### src/rtl/alu_iter.sv
// ---------------------------------------------------------------------------
// alu_iter: multi-cycle execute-stage ALU with valid/ready on both sides.
// Single-cycle ops (add/sub/logic/compare/zero-amount shift) answer one cycle
// after accept. Shifts move one bit per cycle. MUL is a fixed WIDTH-step
// shift-add that keeps the low half of the product. Illegal opcodes return
// zero with out_err set.
//
// Ports:
//   clk, rst                 clock, synchronous active-high reset
//   in_valid / in_ready      request handshake; opcode/left/right sampled on accept
//   opcode[3:0]              {alt, funct3}
//   left, right [WIDTH-1:0]  operands A and B
//   out_valid / out_ready    result handshake
//   result [WIDTH-1:0]       registered result, held while out_valid
//   out_err                  illegal opcode flag, qualified by out_valid
// ---------------------------------------------------------------------------
module alu_iter #(
   parameter int unsigned WIDTH = 32
) (
   input  logic             clk,
   input  logic             rst,
   input  logic             in_valid,
   output logic             in_ready,
   input  logic [3:0]       opcode,
   input  logic [WIDTH-1:0] left,
   input  logic [WIDTH-1:0] right,
   output logic             out_valid,
   input  logic             out_ready,
   output logic [WIDTH-1:0] result,
   output logic             out_err
);

   localparam int unsigned SHW = $clog2(WIDTH);
   // Counter must hold WIDTH itself for MUL.
   localparam int unsigned CW  = SHW + 1;

   localparam logic [3:0] OP_ADD  = 4'b0000;
   localparam logic [3:0] OP_SUB  = 4'b1000;
   localparam logic [3:0] OP_SLL  = 4'b0001;
   localparam logic [3:0] OP_SRL  = 4'b0101;
   localparam logic [3:0] OP_SRA  = 4'b1101;
   localparam logic [3:0] OP_SLT  = 4'b0010;
   localparam logic [3:0] OP_SLTU = 4'b0011;
   localparam logic [3:0] OP_XOR  = 4'b0100;
   localparam logic [3:0] OP_OR   = 4'b0110;
   localparam logic [3:0] OP_AND  = 4'b0111;
   localparam logic [3:0] OP_MUL  = 4'b1001;

   typedef enum logic [1:0] {
      S_IDLE = 2'd0,
      S_EXEC = 2'd1,
      S_DONE = 2'd2
   } state_t;

   typedef enum logic [1:0] {
      K_SLL = 2'd0,
      K_SRL = 2'd1,
      K_SRA = 2'd2,
      K_MUL = 2'd3
   } kind_t;

   state_t           r_state;
   state_t           w_state_nxt;
   kind_t            r_kind;
   logic [WIDTH-1:0] r_work;     // shift operand, or multiplicand for MUL
   logic [WIDTH-1:0] r_mplr;
   logic [WIDTH-1:0] r_acc;
   logic [CW-1:0]    r_cnt;
   logic [WIDTH-1:0] r_result;
   logic             r_err;

   logic             w_accept;
   logic [SHW-1:0]   w_shamt;
   logic [WIDTH-1:0] w_fast;
   logic             w_err;
   logic             w_iter;
   kind_t            w_kind;
   logic [WIDTH-1:0] w_work_nxt;
   logic [WIDTH-1:0] w_acc_nxt;
   logic [WIDTH-1:0] w_exec_res;
   logic             w_last;

   assign w_accept = in_valid && in_ready;
   assign w_shamt  = right[SHW-1:0];

   // Opcode decode and single-cycle datapath.
   always_comb begin
      w_fast = '0;
      w_err  = 1'b0;
      w_iter = 1'b0;
      w_kind = K_SLL;
      case (opcode)
         OP_ADD:  w_fast = left + right;
         OP_SUB:  w_fast = left - right;
         OP_XOR:  w_fast = left ^ right;
         OP_OR:   w_fast = left | right;
         OP_AND:  w_fast = left & right;
         OP_SLT:  w_fast = WIDTH'($signed(left) < $signed(right));
         OP_SLTU: w_fast = WIDTH'(left < right);
         // Zero-amount shifts finish immediately with left unchanged.
         OP_SLL: begin
            w_kind = K_SLL;
            w_iter = |w_shamt;
            w_fast = left;
         end
         OP_SRL: begin
            w_kind = K_SRL;
            w_iter = |w_shamt;
            w_fast = left;
         end
         OP_SRA: begin
            w_kind = K_SRA;
            w_iter = |w_shamt;
            w_fast = left;
         end
         OP_MUL: begin
            w_kind = K_MUL;
            w_iter = 1'b1;
         end
         default: begin
            w_fast = '0;
            w_err  = 1'b1;
         end
      endcase
   end

   // One iteration step of the shifter / shift-add multiplier.
   always_comb begin
      w_work_nxt = r_work;
      case (r_kind)
         K_SLL:   w_work_nxt = {r_work[WIDTH-2:0], 1'b0};
         K_SRL:   w_work_nxt = {1'b0, r_work[WIDTH-1:1]};
         K_SRA:   w_work_nxt = {r_work[WIDTH-1], r_work[WIDTH-1:1]};
         K_MUL:   w_work_nxt = {r_work[WIDTH-2:0], 1'b0};
         default: w_work_nxt = r_work;
      endcase
   end

   assign w_acc_nxt  = r_acc + (r_mplr[0] ? r_work : '0);
   assign w_last     = (r_cnt == CW'(1));
   assign w_exec_res = (r_kind == K_MUL) ? w_acc_nxt : w_work_nxt;

   // State register.
   always_ff @(posedge clk) begin
      if (rst) begin
         r_state <= S_IDLE;
      end else begin
         r_state <= w_state_nxt;
      end
   end

   // Next-state logic.
   always_comb begin
      w_state_nxt = r_state;
      case (r_state)
         S_IDLE: begin
            if (w_accept) begin
               w_state_nxt = w_iter ? S_EXEC : S_DONE;
            end
         end
         S_EXEC: begin
            if (w_last) begin
               w_state_nxt = S_DONE;
            end
         end
         S_DONE: begin
            if (out_ready) begin
               w_state_nxt = S_IDLE;
            end
         end
         default: w_state_nxt = S_IDLE;
      endcase
   end

   // Output decode.
   always_comb begin
      in_ready  = (r_state == S_IDLE) && !rst;
      out_valid = (r_state == S_DONE);
      result    = r_result;
      out_err   = r_err;
   end

   // Datapath registers.
   always_ff @(posedge clk) begin
      if (rst) begin
         r_kind   <= K_SLL;
         r_work   <= '0;
         r_mplr   <= '0;
         r_acc    <= '0;
         r_cnt    <= '0;
         r_result <= '0;
         r_err    <= 1'b0;
      end else begin
         case (r_state)
            S_IDLE: begin
               if (w_accept) begin
                  r_kind <= w_kind;
                  r_work <= left;
                  r_mplr <= right;
                  r_acc  <= '0;
                  r_cnt  <= (w_kind == K_MUL) ? CW'(WIDTH) : CW'(w_shamt);
                  r_err  <= w_err;
                  if (!w_iter) begin
                     r_result <= w_fast;
                  end
               end
            end
            S_EXEC: begin
               r_work <= w_work_nxt;
               r_mplr <= r_mplr >> 1;
               r_acc  <= w_acc_nxt;
               r_cnt  <= r_cnt - CW'(1);
               if (w_last) begin
                  r_result <= w_exec_res;
               end
            end
            default: begin
            end
         endcase
      end
   end

endmodule
### config.mk
export PLATFORM = sky130hd
export DESIGN_NAME = alu_iter
export DESIGN_NICKNAME = d
export VERILOG_FILES = /design/src/rtl/alu_iter.sv
export SDC_FILE = /design/constraint.sdc
export NUM_CORES = 1
export LEC_CHECK = 0
export BUFFER_PORTS_ARGS = -buffer_cell sky130_fd_sc_hd__buf_4
export CORE_ASPECT_RATIO = 1.4
export CORE_MARGIN = 10
export CORE_UTILIZATION = 55
export CTS_CLUSTER_DIAMETER = 100
export CTS_CLUSTER_SIZE = 12
export DETAILED_ROUTE_END_ITERATION = 8
export PLACE_DENSITY = 0.86
export SYNTH_ARGS = -nofsm -noshare
export SYNTH_HDL_FRONTEND = slang
export SYNTH_SLANG_ARGS = --single-unit
### constraint.sdc
create_clock -name clk -period 5.2 [get_ports clk]
set_clock_uncertainty 0.1 [all_clocks]
set_input_delay 0.52 -clock clk [delete_from_list [all_inputs] [get_ports clk]]
set_output_delay 0.52 -clock clk [all_outputs]
set_load 0.005 [all_outputs]
Word level (Yosys, flattened, before mapping). Index checks and enable logic that the tools add are counted.

Register bits: 139. Bits of input ports: 72. Output and inout bits: 35.

$add $sub $neg: 4. Magnitude comparators: 2. Equality and inequality tests: 21. Mux-type cells: 25. Bitwise gates (word level): 3. Reduce and logical (&&, ||, !) cells: 15.

Operators by type and width (count): $mux W32 (8); $pmux W32 S2 (4); $pmux W32 S8 (1); $pmux W32 S3 (1); $add A32 B32 Y32 (2); $lt A32 B32 Y1 (2); $and A32 B32 Y32 (1); $or A32 B32 Y32 (1); $sub A32 B32 Y32 (1); $xor A32 B32 Y32 (1); $eq A4 B3 Y1 const B (4); $eq A4 B4 Y1 const B (3); $mux W6 (2); $pmux W2 S3 (2); $pmux W6 S2 (1); $reduce_or A11 Y1 (1); $eq A2 B2 Y1 const B (4); $eq A4 B2 Y1 const B (2); $mux W2 (4); $eq A6 B1 Y1 const B (1); $ne A2 B2 Y1 const B (3); $sub A6 B1 Y6 const B (1); $reduce_or A5 Y1 (1); $eq A2 B1 Y1 const B (2); 14 further kinds (17).

Depth between registers and ports, before layout.
Word-level depth: 6. Depth in mapped cells: 14. Gate-level depth less buffers: 13.

Least setup slack after synthesis. No wires, ideal clock.

Path type: input to register. From: in left[0]. To: reg r_result[30] (netlist: result[30]). Data arrival time: 3.065 ns. Data required time: 4.965 ns. Path slack: 1.900 ns. Cell stages on the path: 13. Buffers on the path: 0. Cell sequence: inv_1 -> ha_1 -> fa_1 -> o21bai_1 -> a221oi_2 -> a2111oi_4 -> o31ai_4 -> o221ai_4 -> a221oi_2 -> o41ai_4 -> nor4_1 -> a2111oi_0 -> a31oi_1.

Longest elaborated chain between the ends: 5.

Ends and longest elaborated chain: start: declaration (RTL line 25) `input logic [WIDTH-1:0] left,`; $sub A32 B32 Y32 or $add A32 B32 Y32 (tied branches) (RTL line 94, 93); $pmux W32 S8 * (RTL line 92) `case (opcode)`; $mux W32 * (RTL line 203) `if (!w_iter) begin`; $mux W32 * (RTL line 196) `if (w_accept) begin`; $pmux W32 S2 * (RTL line 194) `case (r_state)`; end signal: assignment (RTL line 204) `r_result <= w_fast;`; end signal: assignment (RTL line 214) `r_result <= w_exec_res;`; end: declaration (RTL line 69) `logic [WIDTH-1:0] r_result;`.

Mark *: on every way between the ends. The rest lies on a longest branch, timed or not. The select of a mux whose other input is x is not followed. A chain may end at the register's enable or synchronous reset.

Final worst setup path.
From: reg r_mplr[0]. To: reg r_result[20] (netlist: result[20]).

Longest elaborated chain between the ends: 5.

Ends and longest elaborated chain: start: declaration (RTL line 66) `logic [WIDTH-1:0] r_mplr;`; start signal: assignment (RTL line 199) `r_mplr <= right;`; start signal: assignment (RTL line 210) `r_mplr <= r_mplr >> 1;`; $mux W32 (RTL line 139) `assign w_acc_nxt = r_acc + (r_mplr[0] ? r_work : '0);`; $add A32 B32 Y32 (RTL line 139); $mux W32 (RTL line 141) `assign w_exec_res = (r_kind == K_MUL) ? w_acc_nxt : w_work_nxt;`; $mux W32 (RTL line 213) `if (w_last) begin`; $pmux W32 S2 (RTL line 194).

No other way between the ends. The select of a mux whose other input is x is not followed.

==> reports/results.txt <==
Vias per inst -> 6.73
Internal -> 2390 uW
Htree depth -> 4
Fillers -> 2239
Outcome -> complete, no violations
Power Dens Cells -> 244 mW/mm^2
Fin crit period -> 4.00 ns
Die X -> 154 um
WP data arrival -> 4.24 ns
Cts bufs inserted -> 17
Largest area contributor in the netlist -> dfxtp_1
Max cap viols -> 0
Worst rel slew slack -> 0.244
Final Hold Viols -> 0
Period utilisation layout -> 0.770
RSZ-0062 raised after global routing -> false
Die H -> 208 um
WL/cell -> 21.9 um
Synth warn -> 0
Vias in the first global route -> 14500
Setup violators final -> 0
DPL Wire Length -> 36.6 mm
Clk pwr share -> 0.361
Cell count after synthesis -> 1952
Worst Hold Slack -> 0.233 ns
Reg power frac -> 0.331
Avg Cell Area, Syn -> 7.11 sq um
Worst path bufs/invs -> 1
Total GRT Usage -> 0.296
IO buf count -> 106
Multi-input logic area -> 0.0102 sq mm
Met2 usage -> 0.491
Layout cells sized above 1 -> 0.101
Final GP Congestion -> 1.00
WS Path Type -> register to register
CP max stage delay -> 0.46 ns
Hold_buf cts -> 0
GRT Residual Overflow -> 0
Max-slew violations -> 0
Largest net degree at the start of global routing -> 88
Share of the synthesized area in the top cell type -> 0.200
Busiest layer in global routing -> met2
Leakage power -> 0.00654 uW
Peak VDD IR -> 0.256 mV
Die area -> 0.0321 sq mm
Syn Nets -> 2176
Master of the slowest instance on the critical path -> fa_1
FF+latch area -> 0.00278 sq mm
First-pass GRT wire length -> 79.0 mm
Core area -> 0.0248 sq mm
EDFF count, synth -> 0
Max clock buf depth -> 2
Ys flop type -> dfxtp_1
Starting Density -> 0.561
Synthesized flop and latch total -> 139
CP Launch Type -> register
Vias post-DR -> 15400
Postcts setup bufs -> 0
Row Count -> 68
Final Net Count -> 2181
# IOs -> 107
Clk Latency, worst-skew pair -> 0.45 ns
Async SR Flop Fraction -> 0
Area contributors post-synth -> dfxtp_1 (20%), ha_1 (13%), a21oi_1 (6.6%)
Worst-Margin Slew -> 1.13 ns
GR Layer Usage met3 -> 0.0599
Area Overhead vs Synth -> 10.7%
Delay-heaviest family, CP -> compound AO/OA/AOI/OAI gates
Final TNS setup -> 0 ns
Post-Syn Area -> 0.0139 sq mm
Max Freq -> 0.250 GHz
Most common cell in the netlist -> nand2_1
Clock root buffer -> clkbuf_16
DRC viols -> 0
Clk slew on worst S/H paths -> 0.07 ns
Sw power -> 1360 uW
Initial antenna violation count -> 1
Worst min path class -> primary input to register
Met1 Resource Use GR -> 0.359
Post-cts repair resize count -> 0
Worst-path cell chain -> buf_4 > and2_1 > ha_1 > fa_1 > a211oi_1 > nor2_1 > o31a_1 > a21oi_1 > o21ai_0 > a31oi_1 > xor2_1 > nand2_1 > o211a_1 > a221o_1
DR pass1 iterations -> 8
Final ANT Viol Nets -> 0
Post-synth top cells -> nand2_1 (233), nor2_1 (190), a21oi_1 (184)
Sequential area share after synthesis -> 0.200
CP endpoint kind -> register
CTS tree -> built
CTS Sinks -> 139
Combinational group share of total power -> 0.308
Switching Fraction -> 0.363
WP data required -> 5.43 ns
CP max FO -> 33
DR iter-0 viols -> 2122
Netlist cell types -> 82
WL final -> 50.0 mm
==> per-layer routing <==
layer  share of wire  routed length, um
met1            0.38              19200
met2            0.47              23600
met3           0.097               4850
met4           0.046               2310
met5               0                  0
==> per-stage QoR <==
stage | setup slack [ns] | power [uW] | cells | cell area, sq um | utilization
after global routing | 0.987 | 3890 | 2285 | 15400 | 0.621
after floorplan | 1.90 | 1970 | 1952 | 13900 | -
after CTS | 1.28 | 3710 | 2285 | 15400 | 0.621
final | 1.20 | 3750 | 2286 | 15400 | 0.621
after global placement | 1.37 | 2350 | 2253 | 14700 | 0.596
after detailed placement | 1.29 | 2370 | 2253 | 14700 | 0.596
==> cells by family (layout without fill, tap and decap cells) <==
family                   Yosys count  count (layout)  share of synthesized area
AO/OA/AOI/OAI                    700             700                      0.348
XOR/XNOR                          46              46                     0.0290
adder cells (fa/ha/maj)          152             152                      0.139
buffers and inverters            262             280                     0.0721
flip-flops                       139             139                      0.200
multiplexers                       4               4                    0.00297
other                              0               1                          0
AND/OR/NAND/NOR                  649             649                      0.209
==> state kept, by name (all words and copies together) (netlist names) <==
name,flops
r_mplr,32
r_kind,2
r_state,2
out_err,1
r_work,32
r_cnt,6
r_acc,32
result,32
==> cell usage in the layout, fill, tap and decap left out, types with 28 or more instances in the layout <==
cell,instances
a21oi_1,184
buf_4,129
ha_1,149
dfxtp_1,139
nor2_1,189
nor3_1,53
o21bai_1,28
a211oi_1,40
xnor2_1,28
a22oi_1,32
nand2_1,233
o21ai_0,136
and2_1,39
a31oi_1,28
nand3_1,51
a311oi_1,52
inv_1,117
==> worst reg2reg max path, cell delays in order, from the launching register on <==
cell      delay (ns)
dfxtp_1         0.30
buf_4           0.20
and2_1          0.17
ha_1            0.22
fa_1            0.46
a211oi_1        0.27
nor2_1          0.12
o31a_1          0.32
a21oi_1         0.27
o21ai_0         0.24
a31oi_1         0.39
xor2_1          0.28
nand2_1         0.10
o211a_1         0.18
a221o_1         0.26
==> power groups by stage <==
| stage | clock network, uW | logic, uW | registers, uW |
|---|---|---|---|
| after floorplan | 0 | 743 | 1230 |
| after CTS | 1360 | 1120 | 1230 |
| after global routing | 1390 | 1250 | 1240 |
| after global placement | 0 | 1100 | 1250 |
| after detailed placement | 0 | 1120 | 1250 |
| final | 1350 | 1150 | 1240 |
==> worst paths after layout <==
kind	from	depth (start not counted)	endpoint	slack, ns
max	r_mplr[0]$_SDFFE_PP0P_	14	result[20]$_SDFFE_PP0P_	1.20
min	out_ready	3	r_state[1]$_SDFFE_PP0P_	0.23
max reg2reg	r_mplr[0]$_SDFFE_PP0P_	14	result[20]$_SDFFE_PP0P_	1.20
min reg2reg	r_acc[4]$_SDFFE_PP0P_	2	r_acc[4]$_SDFFE_PP0P_	0.37
==> area by class of cell <==
type                            instances  area share
Multi-Input combinational cell       1551       0.660
Sequential cell                       139       0.181
Timing Repair Buffer                  129      0.0630
Inverter                              119      0.0291
Clock buffer                           20      0.0284
Tap cell                              315      0.0256
Clock inverter                         12      0.0122
Antenna cell                            1    0.000163
(Power assumes the default switching activity.)
